--- src/rtl/pipeline_sequencer.sv ---
`default_nettype none
// ============================================================================
//  Module   : pipeline_sequencer
//  Purpose  : Central controller for the fetch -> shift -> decode -> execute
//             datapath. Owns the program counter, issues instruction-memory
//             reads, loads the instruction register, strobes the execute
//             stage, drives GPR write enables, counts retired instructions
//             and halts on the HALT opcode or after the last program word.
//  Revision : 1.0 - initial release
//
//  Optional build macro: PIPELINE_SEQ_SINGLE_STEP_EN
//    Adds input step_i and state STEP_WAIT. After each retired instruction
//    that is not the last, the sequencer parks until step_i is seen high.
//
//  Ports
//    clk_i         in   1       clock, all state on rising edge
//    rst_ni        in   1       asynchronous active-low reset
//    start_i       in   1       start from IDLE / restart from HALT
//    stall_i       in   1       hold request (honoured in EXECUTE/WRITEBACK)
//    step_i        in   1       single-step release (macro builds only)
//    imem_rd_en_o  out  1       instruction memory read strobe
//    imem_addr_o   out  ADDR_W  instruction memory address (= pc)
//    imem_rdata_i  in   DATA_W  instruction word, valid 1 cycle after read
//    ir_o          out  DATA_W  instruction register
//    exec_en_o     out  1       decode/execute stage enable
//    gpr_we_o      out  1       GPR write enable
//    gpr_waddr_o   out  ADDR_W  GPR write address (= pc)
//    pc_o          out  ADDR_W  program counter
//    busy_o        out  1       an instruction is in flight
//    halted_o      out  1       sequencer is in HALT
//    retired_o     out  CNT_W   saturating retired-instruction count
// ============================================================================
module pipeline_sequencer #(
  parameter int          ADDR_W      = 5,
  parameter int          DATA_W      = 32,
  parameter int          PROG_LEN    = 5,
  parameter logic [16:0] HALT_OPCODE = 17'b10000010011011011,
  parameter int          CNT_W       = 8
) (
  input  logic              clk_i,
  input  logic              rst_ni,
  input  logic              start_i,
  input  logic              stall_i,
`ifdef PIPELINE_SEQ_SINGLE_STEP_EN
  input  logic              step_i,
`endif
  output logic              imem_rd_en_o,
  output logic [ADDR_W-1:0] imem_addr_o,
  input  logic [DATA_W-1:0] imem_rdata_i,
  output logic [DATA_W-1:0] ir_o,
  output logic              exec_en_o,
  output logic              gpr_we_o,
  output logic [ADDR_W-1:0] gpr_waddr_o,
  output logic [ADDR_W-1:0] pc_o,
  output logic              busy_o,
  output logic              halted_o,
  output logic [CNT_W-1:0]  retired_o
);

  localparam logic [ADDR_W-1:0] LAST_PC = ADDR_W'(PROG_LEN - 1);
  localparam logic [CNT_W-1:0]  CNT_MAX = {CNT_W{1'b1}};

  typedef enum logic [2:0] {
    S_IDLE      = 3'd0,
    S_FETCH     = 3'd1,
    S_DECODE    = 3'd2,
    S_EXECUTE   = 3'd3,
    S_WRITEBACK = 3'd4,
    S_HALT      = 3'd5
`ifdef PIPELINE_SEQ_SINGLE_STEP_EN
    , S_STEP_WAIT = 3'd6
`endif
  } state_e;

  state_e              state_q, state_d;
  logic [ADDR_W-1:0]   pc_q, pc_d;
  logic [DATA_W-1:0]   ir_q, ir_d;
  logic [CNT_W-1:0]    retired_q, retired_d;
  logic                is_halt_op;

  // Opcode field occupies the top 17 bits of the instruction word.
  assign is_halt_op = (ir_q[DATA_W-1 -: 17] == HALT_OPCODE);

  always_ff @(posedge clk_i or negedge rst_ni) begin
    if (!rst_ni) begin
      state_q   <= S_IDLE;
      pc_q      <= '0;
      ir_q      <= '0;
      retired_q <= '0;
    end else begin
      state_q   <= state_d;
      pc_q      <= pc_d;
      ir_q      <= ir_d;
      retired_q <= retired_d;
    end
  end

  always_comb begin
    state_d   = state_q;
    pc_d      = pc_q;
    ir_d      = ir_q;
    retired_d = retired_q;
    unique case (state_q)
      S_IDLE: begin
        if (start_i) state_d = S_FETCH;
      end
      S_FETCH: begin
        state_d = S_DECODE;
      end
      S_DECODE: begin
        ir_d    = imem_rdata_i;
        state_d = S_EXECUTE;
      end
      S_EXECUTE: begin
        // HALT opcode wins over a stall request and retires nothing.
        if (is_halt_op)    state_d = S_HALT;
        else if (!stall_i) state_d = S_WRITEBACK;
      end
      S_WRITEBACK: begin
        if (!stall_i) begin
          retired_d = (retired_q == CNT_MAX) ? retired_q : retired_q + CNT_W'(1);
          if (pc_q == LAST_PC) begin
            state_d = S_HALT;
          end else begin
            pc_d = pc_q + ADDR_W'(1);
`ifdef PIPELINE_SEQ_SINGLE_STEP_EN
            // step_i seen during WRITEBACK is deliberately not latched.
            state_d = S_STEP_WAIT;
`else
            state_d = S_FETCH;
`endif
          end
        end
      end
      S_HALT: begin
        if (start_i) begin
          pc_d    = '0;
          state_d = S_FETCH;
        end
      end
`ifdef PIPELINE_SEQ_SINGLE_STEP_EN
      S_STEP_WAIT: begin
        if (step_i) state_d = S_FETCH;
      end
`endif
      default: begin
        state_d = S_IDLE;
      end
    endcase
  end

  // Strobes are pure decodes of the state register.
  assign imem_rd_en_o = (state_q == S_FETCH);
  assign exec_en_o    = (state_q == S_EXECUTE);
  assign gpr_we_o     = (state_q == S_WRITEBACK);
  assign halted_o     = (state_q == S_HALT);
`ifdef PIPELINE_SEQ_SINGLE_STEP_EN
  assign busy_o       = (state_q == S_FETCH) || (state_q == S_DECODE) ||
                        (state_q == S_EXECUTE) || (state_q == S_WRITEBACK) ||
                        (state_q == S_STEP_WAIT);
`else
  assign busy_o       = (state_q == S_FETCH) || (state_q == S_DECODE) ||
                        (state_q == S_EXECUTE) || (state_q == S_WRITEBACK);
`endif

  assign imem_addr_o  = pc_q;
  assign gpr_waddr_o  = pc_q;
  assign pc_o         = pc_q;
  assign ir_o         = ir_q;
  assign retired_o    = retired_q;

endmodule
`default_nettype wire
--- config.mk ---
export PLATFORM = sky130hd
export DESIGN_NAME = pipeline_sequencer
export DESIGN_NICKNAME = d
export VERILOG_FILES = /design/src/rtl/pipeline_sequencer.sv
export SDC_FILE = /design/constraint.sdc
export NUM_CORES = 1
export LEC_CHECK = 0
export CELL_PAD_IN_SITES_DETAIL_PLACEMENT = 0
export CELL_PAD_IN_SITES_GLOBAL_PLACEMENT = 2
export CORE_ASPECT_RATIO = 1.75
export CORE_MARGIN = 2
export CORE_UTILIZATION = 28
export DETAILED_ROUTE_END_ITERATION = 8
export GPL_ROUTABILITY_DRIVEN = 1
export HOLD_SLACK_MARGIN = 0.06
export PLACE_DENSITY_LB_ADDON = 0.1
export SETUP_SLACK_MARGIN = 0.15
export SLEW_MARGIN = 20
export SYNTH_ARGS = -nofsm -noshare
export SYNTH_HDL_FRONTEND = slang
export SYNTH_SLANG_ARGS = --single-unit
--- constraint.sdc ---
create_clock -name clk_i -period 3.3 [get_ports clk_i]
set_clock_uncertainty 0.2 [all_clocks]
set_input_delay 0.66 -clock clk_i [delete_from_list [all_inputs] [get_ports clk_i]]
set_output_delay 0.66 -clock clk_i [all_outputs]
set_load 0.005 [all_outputs]
==> qor.csv <==
metric,value,unit
run_status,completed,
power.internal,2040,uW
post_synth_inst_count,173,
die_x,71.6,um
global_router_s_overall_resource_usage,13.0,%
reg2regPathDepth,3,
wire_length_of_the_first_global_routing_pass,8.80,mm
setup_viol,0,
drtPass1Iterations,4,
worst_skew_pair.late_latency,0.29,ns
n_fill_cell,763,
synth_sequential_area_ratio,53.7,%
coreArea,7860,um^2
fmaxAchievable,379,MHz
cp_slowest_stage_delay,0.64,ns
combinationalPowerShare,43.0,%
timing.reg2reg.setup_slack,1.25,ns
slew_headroom,67.7,%
synth-simple-area-share,13.7,%
route.detailed.wl_per_inst,15.4,um
detail_route.wirelength,5.40,mm
critical_path.reg2reg.startpoint,state_q[0]$_DFFE_PN0P_,
post_place_worst_slack,0.622,ns
synthXorXnorAreaFrac,3.13,%
number_of_drc_markers_after_the_initial_detailed_route_iteration,76,
p_sw,838,uW
boundaryPins,96,
power.density_cell_area,859,nW/um^2
fp.dieArea,8750,um^2
post_synth_fa_ha_maj_area_fraction,1.68,%
portBuffers,95,
asyncSetResetFlopFracSynth,100,%
post_route_fraction_of_the_period_consumed_by_the_critical_path,80.0,%
cts_setup_buffers,0,
setup-tns-final,0,ns
number_of_nets_in_the_synthesized_netlist,212,
setup_ws,0.659,ns
time_the_worst_path_needs_with_i_o_delays_and_setup,2.64,ns
antenna_found_initial,0,
area_of_combinational_cells_with_multiple_inputs,903,um^2
largest_family_of_logic_cells_by_synthesized_area,multiplexers,
vias_per_instance,4.79,
muxShareOfSynthArea,16.6,%
kind_of_capture_point_of_the_worst_setup_path,primary output,
gp_routability_congestion,0.681,
crit_path_cell_trace,"and3b_2, clkdlybuf4s50_1",
number_of_hold_violations_in_the_final_report,0,
vias_after_detailed_routing,1676,
cts_htree_levels,2,
post_cts_hold_buffer_count,0,
cts_root_buffer,sky130_fd_sc_hd__clkbuf_16,
ys.warnings.count,0,
power.share.switching,29.1,%
initial_core_util,28.5,%
detail_route.drc_violations,0,
p_leak,0.00134,uW
holdCritPathClass,in -> async,
vdd.ir_drop.worst,0.000420,V
area_delta_synth_final,49.8,%
final_layout_size_suffix_gt1_share,20.8,%
setup.worst_path.start,state_q[0]$_DFFE_PN0P_,
power.clock.fraction,20.2,%
synth.cell_area,2240,um^2
synth_seq_cells,48,
syn_avg_cell_area,12.9,um^2
post-dp-hpwl,3.96,mm
floorplan.die.height,122,um
placementRows,43,
pin_count_of_the_biggest_net_entering_global_routing,33,
ys_types,42,
cp_data_required_time,2.44,ns
ys_dominant_reg_cell,sky130_fd_sc_hd__dfrtp_1,
grt_setup_unrepaired,false,
timing_max_transition_violations_final,0,
synth_edf_count,0,
sequential_cell_area,1200,um^2
drtAntennaViolNets,0,
final_net_count,298,
worst-path-max-fanout,12,
timing_worst_slew_pin_value,0.484,ns
tritoncts_num_sinks,48,
total_of_max_cap_violations,0,
clock_slew_at_the_register_clock_pins_of_the_worst_setup_and_hold_paths,0.06,ns
cp-endpoint,halted_o,
power.share.sequential,36.9,%
cts_inserted_buffers,5,
synth-compound-area-share,4.97,%
rr_endpoint,retired_o[1]$_DFFE_PN0P_,
number_of_gates_resized_after_cts,0,
antennaDiodeCount,0,
grt.overflow.total,0,
crit_path_start_kind,flip-flop,
tritoncts,yes,
worstSetupPathType,reg -> out,
worst_ep_arrival_time,1.78,ns
cts-root-to-sink-buffers,2,
first_global_vias,1777,
worst_path_cell_with_the_longest_stage_delay,sky130_fd_sc_hd__dfrtp_1,
critical path, delay by kind of cell, from the launching register on:
kind / cells / cell delay (ns)
and+or+nand+nor: 1 / 0.33
buffers and inverters: 1 / 0.51
DFF: 1 / 0.64
per-stage QoR:
stage                     hold WS, ns  cells  utilization [%]  area (um^2)  total power, uW
after floorplan                 0.164    173                -         2240             1660
after global placement          0.284    342             40.6         3190             2330
after detailed placement        0.289    342             40.6         3190             2330
after CTS                      0.0973    350             42.7         3350             2950
after global routing            0.118    350             42.7         3350             3080
final                          0.0927    350             42.7         3350             2880
layout make-up:
class,count,share of cell area [%]
sequential,48,35.8
timing repair buffer,97,28.7
multi-input combinational,105,26.9
clock buffer,5,3.73
tap,90,3.36
clock inverter,3,1.27
inverter,2,0.224
power groups by stage:
stage               logic [uW]  registers, uW  clock network, uW
floorplan                  650           1010                  0
global placement          1260           1070                  0
detailed placement        1260           1070                  0
CTS                       1270           1070                608
global route              1350           1110                623
finish                    1240           1060                582
synthesized netlist by cell type, types with 2 or more instances:
| cell | count | share of area, % |
|---|---|---|
| sky130_fd_sc_hd__nor2b_1 | 2 | 0.56 |
| sky130_fd_sc_hd__nand2_1 | 11 | 1.8 |
| sky130_fd_sc_hd__and3b_2 | 2 | 0.89 |
| sky130_fd_sc_hd__xnor2_1 | 7 | 2.7 |
| sky130_fd_sc_hd__nor2_1 | 4 | 0.67 |
| sky130_fd_sc_hd__nand3b_1 | 3 | 1.0 |
| sky130_fd_sc_hd__ha_1 | 3 | 1.7 |
| sky130_fd_sc_hd__inv_1 | 2 | 0.34 |
| sky130_fd_sc_hd__nand3_1 | 6 | 1.3 |
| sky130_fd_sc_hd__a21oi_1 | 2 | 0.45 |
| sky130_fd_sc_hd__o21ai_0 | 5 | 1.1 |
| sky130_fd_sc_hd__nand4_1 | 3 | 0.84 |
| sky130_fd_sc_hd__dfrtp_1 | 48 | 54 |
| sky130_fd_sc_hd__buf_4 | 15 | 5.0 |
| sky130_fd_sc_hd__mux2_2 | 33 | 17 |
cell families (layout without fill, tap and decap cells):
| group | after synthesis | in the layout |
|---|---|---|
| flip-flops | 48 | 48 |
| AND/OR/NAND/NOR | 46 | 46 |
| multiplexers | 33 | 33 |
| buffers and inverters | 20 | 107 |
| AO/OA/AOI/OAI | 15 | 15 |
| XOR/XNOR | 8 | 8 |
| adder cells (fa/ha/maj) | 3 | 3 |
state kept, by name, indices dropped and copies added, names as in the netlist:
| signal | flops |
|---|---|
| state_q | 3 |
| ir_o | 32 |
| retired_o | 8 |
| gpr_waddr_o | 5 |
layer usage:
metal  part of all wire (%)  vias up  track usage [%]
met5                      0        -                0
met4                    1.9        0             5.31
met3                    9.1        6             4.76
met2                     53       74             22.6
met1                     36      820             14.0
li1                       -      776                -
worst min path at each step:
stage	from	end	slack, ns	depth (start not counted)
after floorplan	rst_ni	gpr_waddr_o[0]$_DFFE_PN0P_	0.16	0
after global placement	retired_o[6]$_DFFE_PN0P_	retired_o[6]$_DFFE_PN0P_	0.28	1
after detailed placement	retired_o[6]$_DFFE_PN0P_	retired_o[6]$_DFFE_PN0P_	0.29	1
after CTS	rst_ni	gpr_waddr_o[3]$_DFFE_PN0P_	0.1	1
after global routing	rst_ni	gpr_waddr_o[3]$_DFFE_PN0P_	0.12	1
final	rst_ni	gpr_waddr_o[3]$_DFFE_PN0P_	0.09	1
cells in the final DEF, fill, tap and decap left out, types with 2 or more instances in the layout:
cell type | netlist | routed
sky130_fd_sc_hd__a21oi_1 | 2 | 2
sky130_fd_sc_hd__xnor2_1 | 7 | 7
sky130_fd_sc_hd__o21ai_0 | 5 | 5
sky130_fd_sc_hd__ha_1 | 3 | 3
sky130_fd_sc_hd__buf_4 | 15 | 2
sky130_fd_sc_hd__nor2b_1 | 2 | 2
sky130_fd_sc_hd__nor2_1 | 4 | 4
sky130_fd_sc_hd__nand4_1 | 3 | 3
sky130_fd_sc_hd__nand2_1 | 11 | 11
sky130_fd_sc_hd__clkbuf_16 | 0 | 5
sky130_fd_sc_hd__and3b_2 | 2 | 2
sky130_fd_sc_hd__nand3b_1 | 3 | 3
sky130_fd_sc_hd__clkdlybuf4s50_1 | 0 | 94
sky130_fd_sc_hd__nand3_1 | 6 | 6
sky130_fd_sc_hd__inv_1 | 2 | 2
sky130_fd_sc_hd__mux2_2 | 33 | 33
sky130_fd_sc_hd__dfrtp_1 | 48 | 48
(Power assumes the default switching activity.)
